<file path="config.mk">
export PLATFORM = sky130hd
export DESIGN_NAME = flatten_buffer
export DESIGN_NICKNAME = d
export VERILOG_FILES = /design/src/rtl/flatten_buffer.sv
export SDC_FILE = /design/constraint.sdc
export NUM_CORES = 1
export LEC_CHECK = 0
export ABC_CLOCK_PERIOD_IN_PS = 6300
export CORE_ASPECT_RATIO = 1.25
export CORE_MARGIN = 5
export CORE_UTILIZATION = 30
export CTS_CLUSTER_SIZE = 25
export DETAILED_ROUTE_END_ITERATION = 6
export HOLD_SLACK_MARGIN = 0.08
export PLACE_DENSITY_LB_ADDON = 0.08
export SLEW_MARGIN = 20
export SYNTH_ARGS = -nofsm -noshare
export SYNTH_HDL_FRONTEND = slang
export SYNTH_SLANG_ARGS = --single-unit
</file>
<file path="constraint.sdc">
create_clock -name clock -period 6.3 [get_ports clock]
set_clock_uncertainty 0.1 [all_clocks]
set_input_delay 0.63 -clock clock [delete_from_list [all_inputs] [get_ports clock]]
set_output_delay 0.63 -clock clock [all_outputs]
set_load 0.01 [all_outputs]
</file>
<file path="src/rtl/flatten_buffer.sv">
// flatten_buffer: collects ROWS binarized feature-map rows (COLS bits each),
// one row per beat, into a single flat ROWS*COLS-bit vector and hands it to
// the final dense layer over a valid/ready handshake.
// Bit r*COLS+c of data_out is pixel (r,c).
// Build option: define FLATTEN_DBUF_EN for a ping-pong (two-bank) buffer that
// sustains one row per cycle; left undefined, a single bank is used with a
// LOAD/HOLD state machine.
module flatten_buffer #(
    parameter int ROWS = 14,
    parameter int COLS = 14,
    localparam int NUM_INPUTS = ROWS * COLS
) (
    input  logic                  clock,
    input  logic                  reset,
    input  logic                  row_valid,
    output logic                  row_ready,
    input  logic                  row_sof,
    input  logic [COLS-1:0]       row_data,
    output logic                  out_valid,
    input  logic                  out_ready,
    output logic [NUM_INPUTS-1:0] data_out,
    output logic                  sync_err
);

    localparam int CNT_W = (ROWS > 1) ? $clog2(ROWS) : 1;
    localparam logic [CNT_W-1:0] LAST_ROW = CNT_W'(ROWS - 1);

    logic [CNT_W-1:0] row_cnt_q, row_cnt_d;
    logic [CNT_W-1:0] slot;
    logic             sync_err_q, sync_err_d;
    logic             row_accept;
    logic             out_accept;
    logic             frame_done;

    assign row_accept = row_valid & row_ready;
    assign out_accept = out_valid & out_ready;
    assign sync_err   = sync_err_q;

    // Returns vec with the row at slot idx replaced by data.
    function automatic logic [NUM_INPUTS-1:0] put_row(
        input logic [NUM_INPUTS-1:0] vec,
        input logic [CNT_W-1:0]      idx,
        input logic [COLS-1:0]       data
    );
        logic [NUM_INPUTS-1:0] res;
        res = vec;
        for (int r = 0; r < ROWS; r++) begin
            if (idx == CNT_W'(r)) begin
                res[r*COLS +: COLS] = data;
            end
        end
        return res;
    endfunction

    // Row framing: pick the slot for the accepted beat, advance the counter,
    // and flag a mid-frame restart (the partial frame is abandoned and the
    // sof beat becomes row 0 of the new frame).
    always_comb begin
        row_cnt_d  = row_cnt_q;
        sync_err_d = sync_err_q;
        slot       = row_cnt_q;
        frame_done = 1'b0;
        if (row_accept) begin
            if (row_sof) begin
                slot      = '0;
                row_cnt_d = CNT_W'(1);
                if (row_cnt_q != '0) begin
                    sync_err_d = 1'b1;
                end
            end else if (row_cnt_q == LAST_ROW) begin
                row_cnt_d  = '0;
                frame_done = 1'b1;
            end else begin
                row_cnt_d = row_cnt_q + 1'b1;
            end
        end
    end

    // Framing registers; sync_err is sticky until reset.
    always_ff @(posedge clock or posedge reset) begin
        if (reset) begin
            row_cnt_q  <= '0;
            sync_err_q <= 1'b0;
        end else begin
            row_cnt_q  <= row_cnt_d;
            sync_err_q <= sync_err_d;
        end
    end

`ifdef FLATTEN_DBUF_EN

    logic [1:0][NUM_INPUTS-1:0] bank_q, bank_d;
    logic [1:0]                 full_q, full_d;
    logic                       wr_bank_q, wr_bank_d;
    logic                       rd_bank_q, rd_bank_d;

    assign row_ready = ~full_q[wr_bank_q];
    assign out_valid = full_q[rd_bank_q];
    assign data_out  = bank_q[rd_bank_q];

    // Ping-pong control: a completed frame flips the write bank, a consume
    // flips the read bank; a row write can never target the bank being
    // consumed, so both events may land on the same edge.
    always_comb begin
        bank_d    = bank_q;
        full_d    = full_q;
        wr_bank_d = wr_bank_q;
        rd_bank_d = rd_bank_q;
        if (row_accept) begin
            bank_d[wr_bank_q] = put_row(bank_q[wr_bank_q], slot, row_data);
        end
        if (out_accept) begin
            full_d[rd_bank_q] = 1'b0;
            rd_bank_d         = ~rd_bank_q;
        end
        if (frame_done) begin
            full_d[wr_bank_q] = 1'b1;
            wr_bank_d         = ~wr_bank_q;
        end
    end

    // Bank storage and pointers; reset discards everything buffered.
    always_ff @(posedge clock or posedge reset) begin
        if (reset) begin
            bank_q    <= '0;
            full_q    <= '0;
            wr_bank_q <= 1'b0;
            rd_bank_q <= 1'b0;
        end else begin
            bank_q    <= bank_d;
            full_q    <= full_d;
            wr_bank_q <= wr_bank_d;
            rd_bank_q <= rd_bank_d;
        end
    end

`else

    typedef enum logic {
        LOAD = 1'b0,
        HOLD = 1'b1
    } state_t;

    state_t                state_q, state_d;
    logic [NUM_INPUTS-1:0] bank_q, bank_d;

    assign row_ready = (state_q == LOAD);
    assign out_valid = (state_q == HOLD);
    assign data_out  = bank_q;

    // Single bank: fill during LOAD, present during HOLD until consumed.
    always_comb begin
        state_d = state_q;
        bank_d  = bank_q;
        if (row_accept) begin
            bank_d = put_row(bank_q, slot, row_data);
        end
        if (state_q == LOAD) begin
            if (frame_done) begin
                state_d = HOLD;
            end
        end else begin
            if (out_accept) begin
                state_d = LOAD;
            end
        end
    end

    // State and bank registers; reset discards any partial or held frame.
    always_ff @(posedge clock or posedge reset) begin
        if (reset) begin
            state_q <= LOAD;
            bank_q  <= '0;
        end else begin
            state_q <= state_d;
            bank_q  <= bank_d;
        end
    end

`endif

endmodule

</file>
==> impl_metrics.py, run 1 <==
metrics = {
    "timing": {
        "maxSlewHeadroom": 0.305,
        "fmax_mhz": 355,
        "finalSetupTns_ns": 0,
        "setup_violations": 0,
        "hold_viol": 0,
        "final_max_slew_viol_count": 0,
        "final.min_clock_period_ns": 2.82,
        "rsz0062_at_grt": "no",
        "fin_crit_sh": 0.447,
        "worst_slew_pin_slew_ns": 1.03,
    },
    "die": {
        "rows": 65,
        "initial_core_util": 0.306,
        "die-area_um2": 29200,
        "core_area_um2": 25400,
        "die_x_um": 154,
        "io_pins": 218,
        "die_y_um": 190,
    },
    "yosys": {
        "synthFlopType": "dfrtp_1",
        "synth-seq-cells": 202,
        "synthTopCellsByArea": "dfrtp_1 (65%), mux2_2 (27%), mux2_4 (1.9%), buf_2 (0.97%), clkbuf_1 (0.97%)",
        "yosys_warnings": 0,
        "synthArstFlopShare": 1.00,
        "synth_cell_types": 33,
        "synth_cells": 476,
        "synthesis.nets": 495,
        "synth-edff-count": 0,
        "synth_top_area_cell": "dfrtp_1",
        "synthTopCellsByCount": "dfrtp_1 (202), mux2_2 (185), clkbuf_1 (20)",
        "synth_top_cell_area_share": 0.652,
        "ys_seq_area_frac": 0.652,
        "synth_area_um2": 7760,
        "syn_area_per_cell_um2": 16.3,
        "yosys.cell_count.top_type": "dfrtp_1",
    },
    "power_and_ir_drop": {
        "leakage_nw": 5.03,
        "netSwitchingFraction": 0.264,
        "p_per_area_nw_per_um2": 377,
        "clkPwrFrac": 0.311,
        "p_total_mw": 4.15,
        "switchingPower_mw": 1.09,
        "pwr-share-seq": 0.420,
        "p_int_mw": 3.06,
        "combPwrFrac": 0.269,
        "ir_drop_v": 0.000187,
    },
    "route": {
        "drc_errors": 0,
        "first_pass_iters": 4,
        "vias": 4743,
        "ant_nets": 0,
        "wl_mm": 21.5,
        "drtIter0Drc": 89,
        "viasPerCell": 4.58,
        "wire_per_inst_um": 20.8,
    },
    "clock_tree": {
        "ctsHoldBuffers": 0,
        "cts_buffers": 22,
        "clk_pin_slew_worst_paths_ns": 0.06,
        "cts_buffer_depth": 3,
        "cts_resized": 0,
        "worstSkewPairLatency_ns": 0.50,
        "cts_tree": "done",
        "cts_root_buf": "clkbuf_16",
        "cts_sinks": 202,
        "post_cts_buffers": 0,
        "h-tree-depth": 1,
    },
    "place": {
        "port_buffers": 217,
        "routabilityCongestion": 0.748,
        "dp_hpwl_mm": 15.3,
    },
    "setup_path": {
        "path_class": "primary input to flip-flop",
        "cp-end-kind": "flip-flop",
        "crit_arrival_ns": 3.10,
        "cp.required_ns": 6.58,
        "start_kind": "primary input",
        "cp_max_fo": 14,
        "regToRegSetupSlack_ns": 3.73,
    },
    "min_path": {
        "min_path_type": "flip-flop to flip-flop",
    },
    "cells_and_area": {
        "post-route-util": 0.434,
        "finalNetCount": 703,
        "synthToLayoutAreaGrowth_pct": 41.9,
        "n_antenna_cell": 0,
        "drive_gt1_frac": 0.349,
    },
    "global_route": {
        "grt-ovfl-total": 0,
        "grt_util_all_layers": 0.145,
        "antenna_found_initial": 0,
        "grt_pass1_wl_mm": 33.0,
        "grt_max_degree": 79,
        "grt_pass1_vias": 5200,
    },
    "run_status": {
        "status": "complete, no violations",
    },
    "job": {
        "maxCapViolations": 0,
    },
}
[critical path: stages]
cell             delay, ns
clkdlybuf4s50_1       0.57
nor3b_2               0.40
nand4_1               0.89
mux2_2                0.60
[power groups by stage]
stage,Clock (mW),Combinational (mW),Sequential [mW]
after CTS,1.34,1.14,1.75
after detailed placement,0,1.14,1.77
final,1.29,1.12,1.74
after floorplan,0,0.325,1.87
after global routing,1.39,1.19,1.78
after global placement,0,1.13,1.75
[layout by cell type, fill, tap and decap left out, types with 4 or more instances in the layout]
cell	n
mux2_4	10
clkbuf_16	23
clkdlybuf4s50_1	217
clkinv_2	5
nand2_1	4
clkbuf_8	6
dfrtp_1	202
mux2_2	185
[layout make-up]
cell class | instances | area [um2]
fillers | 2344 | 14400
flip-flops and latches | 202 | 5050
multi-input cells | 235 | 2560
repair buffers | 221 | 2220
clock buffers | 32 | 669
well taps | 335 | 419
clock inverters | 8 | 71.3
inverters | 2 | 15.0
[through the flow]
step           setup WS (ns)  area, um2  cells  hold WS (ns)
5_1_grt                 3.32      11000   1035         0.413
3_3_place_gp            3.02      10200    994         0.378
2_1_floorplan         0.0593       7760    476         0.413
6_report                3.48      11000   1035         0.399
3_5_place_dp            3.01      10200    994         0.392
4_1_cts                 3.54      11000   1034         0.408
[registers in the layout (all words and copies together) (netlist names)]
register   flops
sync_err       1
data_out     196
out_valid      1
row_cnt_q      4
[final timing paths]
path                           start            end  cells past startpoint
setup / recovery           row_valid  data_out[143]                      4
max in group asynchronous      reset  data_out[166]                      3
hold reg to reg             sync_err       sync_err                      1
min in group asynchronous      reset  data_out[110]                      2
setup reg to reg           out_valid  data_out[143]                      3
hold / removal              sync_err       sync_err                      1
[metal layers]
metal | track usage | part of all wire
met5 | 0 | 0
met4 | 0.0370 | 0.018
met3 | 0.0394 | 0.068
met2 | 0.261 | 0.53
met1 | 0.171 | 0.39
[cell families after synthesis]
group / synth area share
buffers and inverters: 0.0227
AOI/OAI and AO/OA: 0.0106
and+or+nand+nor: 0.0258
muxes: 0.289
DFF: 0.652
Power figures use the tool's default switching activity.
==> run 2: changes to the inputs <==
ABC_CLOCK_PERIOD_IN_PS = 2750   (was 6300)
clock period = 2.75 ns   (was 6.3 ns; I/O delays follow)
==> run 2 against run 1 <==
Utilization grew 0.26 points. Largest power group unchanged. Highest routed layer unchanged. Worst setup slack got worse by 2.9 ns. Global-route usage is 0.14 points lower. Critical endpoint is now data_out[43]. Wire length is 1.5% lower. Die area unchanged. Largest cell class unchanged.
==> impl_metrics.py, run 2 (synthesized netlist as in run 1, its figures left out) <==
metrics = {
    "run_status": {
        "status": "complete, no violations",
    },
    "power_and_ir_drop": {
        "clkPwrFrac": 0.304,
        "p_int_mw": 6.93,
        "netSwitchingFraction": 0.266,
        "p_per_area_nw_per_um2": 852,
        "pwr-share-seq": 0.426,
        "ir_drop_v": 0.000427,
        "leakage_nw": 5.07,
        "combPwrFrac": 0.270,
        "switchingPower_mw": 2.51,
    },
    "clock_tree": {
        "cts_tree": "done",
        "cts_sinks": 202,
        "ctsHoldBuffers": 1,
        "post_cts_buffers": 0,
        "clk_pin_slew_worst_paths_ns": 0.06,
        "cts_resized": 0,
        "cts_buffer_depth": 3,
        "cts_root_buf": "clkbuf_16",
        "h-tree-depth": 1,
        "worstSkewPairLatency_ns": 0.51,
        "cts_buffers": 23,
    },
    "setup_path": {
        "cp-end-kind": "flip-flop",
        "crit_arrival_ns": 2.41,
        "path_class": "flip-flop to flip-flop",
        "start_kind": "flip-flop",
        "cp-startpoint": "row_cnt_q[0]",
        "cp.required_ns": 3.04,
        "cp_max_fo": 14,
        "r2r-start": "row_cnt_q[0]",
    },
    "timing": {
        "hold_viol": 0,
        "fin_crit_sh": 0.772,
        "layout_setup_ws_ns": 0.627,
        "final.min_clock_period_ns": 2.12,
        "finalSetupTns_ns": 0,
        "fmax_mhz": 471,
        "worst_slew_pin_slew_ns": 0.824,
        "rsz0062_at_grt": "no",
        "maxSlewHeadroom": 0.451,
        "final_max_slew_viol_count": 0,
        "setup_violations": 0,
        "holdWs_ns": 0.237,
    },
    "place": {
        "port_buffers": 217,
        "routabilityCongestion": 0.753,
        "dp_worst_setup_slack_ns": 0.223,
        "place_inst": 1009,
        "dp_hpwl_mm": 15.3,
    },
    "cells_and_area": {
        "layout.cells.non_filler": 1050,
        "n_antenna_cell": 0,
        "finalNetCount": 719,
        "drive_gt1_frac": 0.351,
        "layout_common_cells": "clkdlybuf4s50_1 (217), dfrtp_1 (202), mux2_2 (185), clkbuf_16 (23), buf_4 (16)",
        "final_common_cell": "clkdlybuf4s50_1",
        "synthToLayoutAreaGrowth_pct": 42.7,
        "largest_reg_flops": 196,
    },
    "die": {
        "initial_core_util": 0.306,
        "die_x_um": 154,
        "rows": 65,
        "die-area_um2": 29200,
        "io_pins": 218,
        "core_area_um2": 25400,
        "die_y_um": 190,
    },
    "global_route": {
        "grt_pass1_wl_mm": 33.1,
        "grt_util_all_layers": 0.144,
        "grt_max_degree": 102,
        "use_met2": 0.260,
        "grt-ovfl-total": 0,
        "use_met3": 0.0362,
        "antenna_found_initial": 0,
        "grt_pass1_vias": 5224,
        "top_usage_layer": "met2",
        "use_met1": 0.171,
    },
    "min_path": {
        "hold_start": "out_ready",
        "min_path_type": "primary input to flip-flop",
    },
    "route": {
        "wl_mm": 21.2,
        "ant_nets": 0,
        "vias": 4790,
        "viasPerCell": 4.56,
        "wire_per_inst_um": 20.2,
        "first_pass_iters": 4,
        "drc_errors": 0,
        "drtIter0Drc": 113,
    },
    "job": {
        "maxCapViolations": 0,
    },
}
## run 2: changes by cell type in the layout (fill, tap and decap cells not counted), moves of 2 or more
| cell | change |
|---|---|
| buf_12 | +2 |
| buf_4 | +13 |
| clkbuf_1 | +7 |
| clkbuf_8 | -4 |
| clkinv_2 | -3 |
## run 2: path summary, 6_finish.rpt
kind	to	slack [ns]	cells past startpoint
setup / recovery	data_out[43]	0.63	4
hold / removal	out_valid	0.24	2
setup reg to reg	data_out[43]	0.63	4
hold reg to reg	data_out[115]	0.40	1
max in group asynchronous	row_cnt_q[3]	1.17	4
min in group asynchronous	data_out[39]	0.53	3
## run 2: layout make-up
cell class | count | area, um2
tap | 335 | 419
sequential | 202 | 5050
inverter | 2 | 11.3
fill | 2370 | 14300
clock inverter | 5 | 56.3
timing repair buffer | 236 | 2340
multi-input combinational | 235 | 2550
clock buffer | 35 | 641
## run 2: per-layer routing
metal | up-vias | wire length, um
li1 | 2124 | -
met1 | 2499 | 8360
met2 | 141 | 11200
met3 | 26 | 1300
met4 | 0 | 353
met5 | - | 0
## run 2: critical path: stages (launching register included)
cell and delay (ns):
dfrtp_1 0.63, nand4bb_4 0.22, or4b_1 0.50, buf_4 0.23, mux2_4 0.31
## run 2: stage by stage
| stage | utilization | area (um2) | power, mW |
|---|---|---|---|
| floorplan | - | 7760 | 5.02 |
| global placement | 0.409 | 10400 | 6.64 |
| detailed placement | 0.409 | 10400 | 6.68 |
| CTS | 0.436 | 11100 | 9.63 |
| global route | 0.436 | 11100 | 9.92 |
| finish | 0.436 | 11100 | 9.43 |
## run 2: power by group through the flow
stage          registers (mW)  logic [mW]  clock network [mW]
6_report                 4.02        2.55                2.87
5_1_grt                  4.12        2.72                3.08
4_1_cts                  4.04        2.62                2.98
3_5_place_dp             4.08        2.61                   0
3_3_place_gp             4.07        2.58                   0
2_1_floorplan            4.28       0.746                   0
==> RTL change (settings of run 1) <==
The option `FLATTEN_DBUF_EN` is turned on by a define.
--- a/src/rtl/flatten_buffer.sv
+++ b/src/rtl/flatten_buffer.sv
@@ -6,4 +6,6 @@
 // sustains one row per cycle; left undefined, a single bank is used with a
 // LOAD/HOLD state machine.
+`define FLATTEN_DBUF_EN
+
 module flatten_buffer #(
     parameter int ROWS = 14,
Function: same outputs for any inputs over 4 cycles, from zero or initial values and one cycle with reset high; that may be too few to reach the edited logic, so the function may still have changed.
==> RTL change against run 1 <==
Cell area up 100%; count of clock-buffer cells in the layout up 38; sequential power up 110%; area after synthesis up 130%; sequential cell count up 199; total power up 140%; setup slack worse by 950 ps; largest power group unchanged; via count up 120%; sequential share of layout area down 0.61 points; routed wire length up 130%.
==> RTL change: results (changes against run 1) <==
Critical path
  – Internal reg-to-reg setup slack: 3230 ps (-500 ps)
  – RR Endpoint: bank_q[268]
  – Startpoint of the worst-slack reg-to-reg timing path: row_cnt_q[0]
  – Crit. End Element: output port
  – Worst setup startpoint: rd_bank_q
  – WP data arrival: 3040 ps (-60 ps)
  – Critical-path maximum fanout: 148 (+134)
  – Last element of the critical path: data_out[178]

Clock network
  – Clock root buffer: sky130_fd_sc_hd__clkbuf_16
  – Number of post-CTS setup repair buffers: 0 (unchanged)
  – H-tree levels: 2 (+1)
  – Clock Latency Late Sink: 560 ps (+60 ps)
  – Register clock-pin slew on the reported worst setup and hold paths: 60 ps (about the same)
  – Clock buffer count from CTS: 45 (+100%)

Yosys
  – Post-synthesis sequential area ratio: 56.8% (-8.4 points)
  – Async SR Flop Fraction: 100% (unchanged)
  – Largest cells by area after synthesis: sky130_fd_sc_hd__dfrtp_1 (57%), sky130_fd_sc_hd__mux2_2 (38%), sky130_fd_sc_hd__clkbuf_1 (1.2%), sky130_fd_sc_hd__buf_2 (0.93%), sky130_fd_sc_hd__nand3_1 (0.42%)
  – Synth Net Count: 1,194 (+140%)
  – List of most frequent post-synthesis cells: sky130_fd_sc_hd__mux2_2 (589), sky130_fd_sc_hd__dfrtp_1 (401), sky130_fd_sc_hd__clkbuf_1 (56)
  – Unique masters post-synth: 37 (+12%)
  – Yosys warning count: 0 (unchanged)

Run status
  – Status: complete, no violations

Placed design
  – Post-DP HPWL: 31,700 µm (+110%)
  – Global placement routability congestion: 0.738 (-1.4%)
  – Cell area after placement: 0.0206 mm² (+100%)

Timing
  – Setup TNS: 0 ps (unchanged)
  – Slew Limit Headroom: 26.0% (-4.5 points)

Routing
  – DRC marker count from the first detailed-route iteration: 341 (+280%)
  – Drt total wl: 50,500 µm (+130%)
  – Via-to-Cell Ratio: 4.75 (+3.7%)

Global route
  – Number of global-route vias before repair: 11,300 (+120%)
  – Combined global-route utilization of all metal layers: 15.8% (+1.3 points)
  – Largest net degree at the start of global routing: 149 (+89%)
  – Initial antenna violation count: 1 (+1)
  – First-pass GRT wire length: 76,000 µm (+130%)

Pwr
  – Static Leak: 10.4 nW (+110%)
  – Maximum VDD drop: 0.213 mV (+14%)
  – Net switching power: 2.88 mW (+160%)

Layout
  – Area added between synthesis and finish: 25.4%
  – Registers with the most flip-flops: bank_q x392, row_cnt_q x4, full_q x2
  – Count of fill cells added during filler insertion: 5,593 (+140%)
  – Ratio of cells with drive above 1 in the final layout: 50.4% (+16 points)
  – # nets final: 1,378 (+96%)

Run
  – Max-Cap Viols: 0 (unchanged)

Min path
  – Class of the most critical hold timing path: register to register
[RTL change: cell count changes in the layout (fill, tap and decap cells not counted), moves of 4 or more]
cell | before | now
sky130_fd_sc_hd__clkinv_2 | 5 | 9
sky130_fd_sc_hd__a31oi_1 | 0 | 4
sky130_fd_sc_hd__nand3_1 | 3 | 14
sky130_fd_sc_hd__buf_4 | 3 | 19
sky130_fd_sc_hd__clkbuf_16 | 23 | 47
sky130_fd_sc_hd__buf_12 | 0 | 4
sky130_fd_sc_hd__dfrtp_1 | 202 | 400
sky130_fd_sc_hd__clkbuf_8 | 6 | 15
sky130_fd_sc_hd__mux2_2 | 185 | 589
sky130_fd_sc_hd__mux2_4 | 10 | 0
sky130_fd_sc_hd__clkbuf_1 | 3 | 8
[RTL change: area by class of cell]
| cell class | instances | share of cell area, % |
|---|---|---|
| clock inverters | 14 | 0.604 |
| repair buffers | 241 | 10.8 |
| multi-input cells | 662 | 32.5 |
| clock buffers | 70 | 6.38 |
| flip-flops and latches | 401 | 45.3 |
| well taps | 757 | 4.28 |
| inverters | 5 | 0.102 |
[RTL change: power groups by stage]
stage / logic, mW / clock network [mW] / registers, mW
6_report: 3.54 / 2.71 / 3.60
3_5_place_dp: 3.64 / 0 / 3.64
4_1_cts: 3.66 / 2.82 / 3.60
5_1_grt: 3.83 / 2.92 / 3.68
3_3_place_gp: 3.63 / 0 / 3.62
2_1_floorplan: 1.99 / 0 / 3.50
[RTL change: per-stage QoR]
step	setup WS, ps	hold slack (ps)	std cells	power, mW
after global routing	2370	409	2150	10.4
final	2530	397	2150	9.84
after floorplan	170	354	1172	5.49
after CTS	2440	400	2149	10.1
after detailed placement	2670	375	2065	7.28
after global placement	2670	365	2065	7.25
[RTL change: cell families after synthesis]
logic type	share of synthesized area, %
flops	56.8
mux	37.7
compound gates	0.651
fa+ha+maj	0.212
simple gates	2.06
buf+inv	2.57
[RTL change: critical path, cell delays in order, from the launching register on]
cell                              delay, ps
sky130_fd_sc_hd__dfrtp_4                660
sky130_fd_sc_hd__buf_12                 680
sky130_fd_sc_hd__mux2_2                 430
sky130_fd_sc_hd__clkdlybuf4s50_1        580
[RTL change: worst min-delay path by stage]
stage	startpoint	endpoint	slack, ps	cells past startpoint
finish	bank_q[293]	bank_q[293]	400	1
global route	bank_q[377]	bank_q[377]	410	1
CTS	bank_q[293]	bank_q[293]	400	1
detailed placement	bank_q[195]	bank_q[195]	380	1
global placement	bank_q[195]	bank_q[195]	370	1
floorplan	bank_q[195]	bank_q[195]	350	1
[RTL change: routing by layer]
metal | routed length, µm | GRT usage [%] | vias to the layer above
met5 | 0 | 0 | -
met4 | 790 | 3.31 | 0
met3 | 2700 | 4.00 | 53
met2 | 25300 | 27.1 | 188
met1 | 21700 | 20.5 | 5381
li1 | - | - | 4591
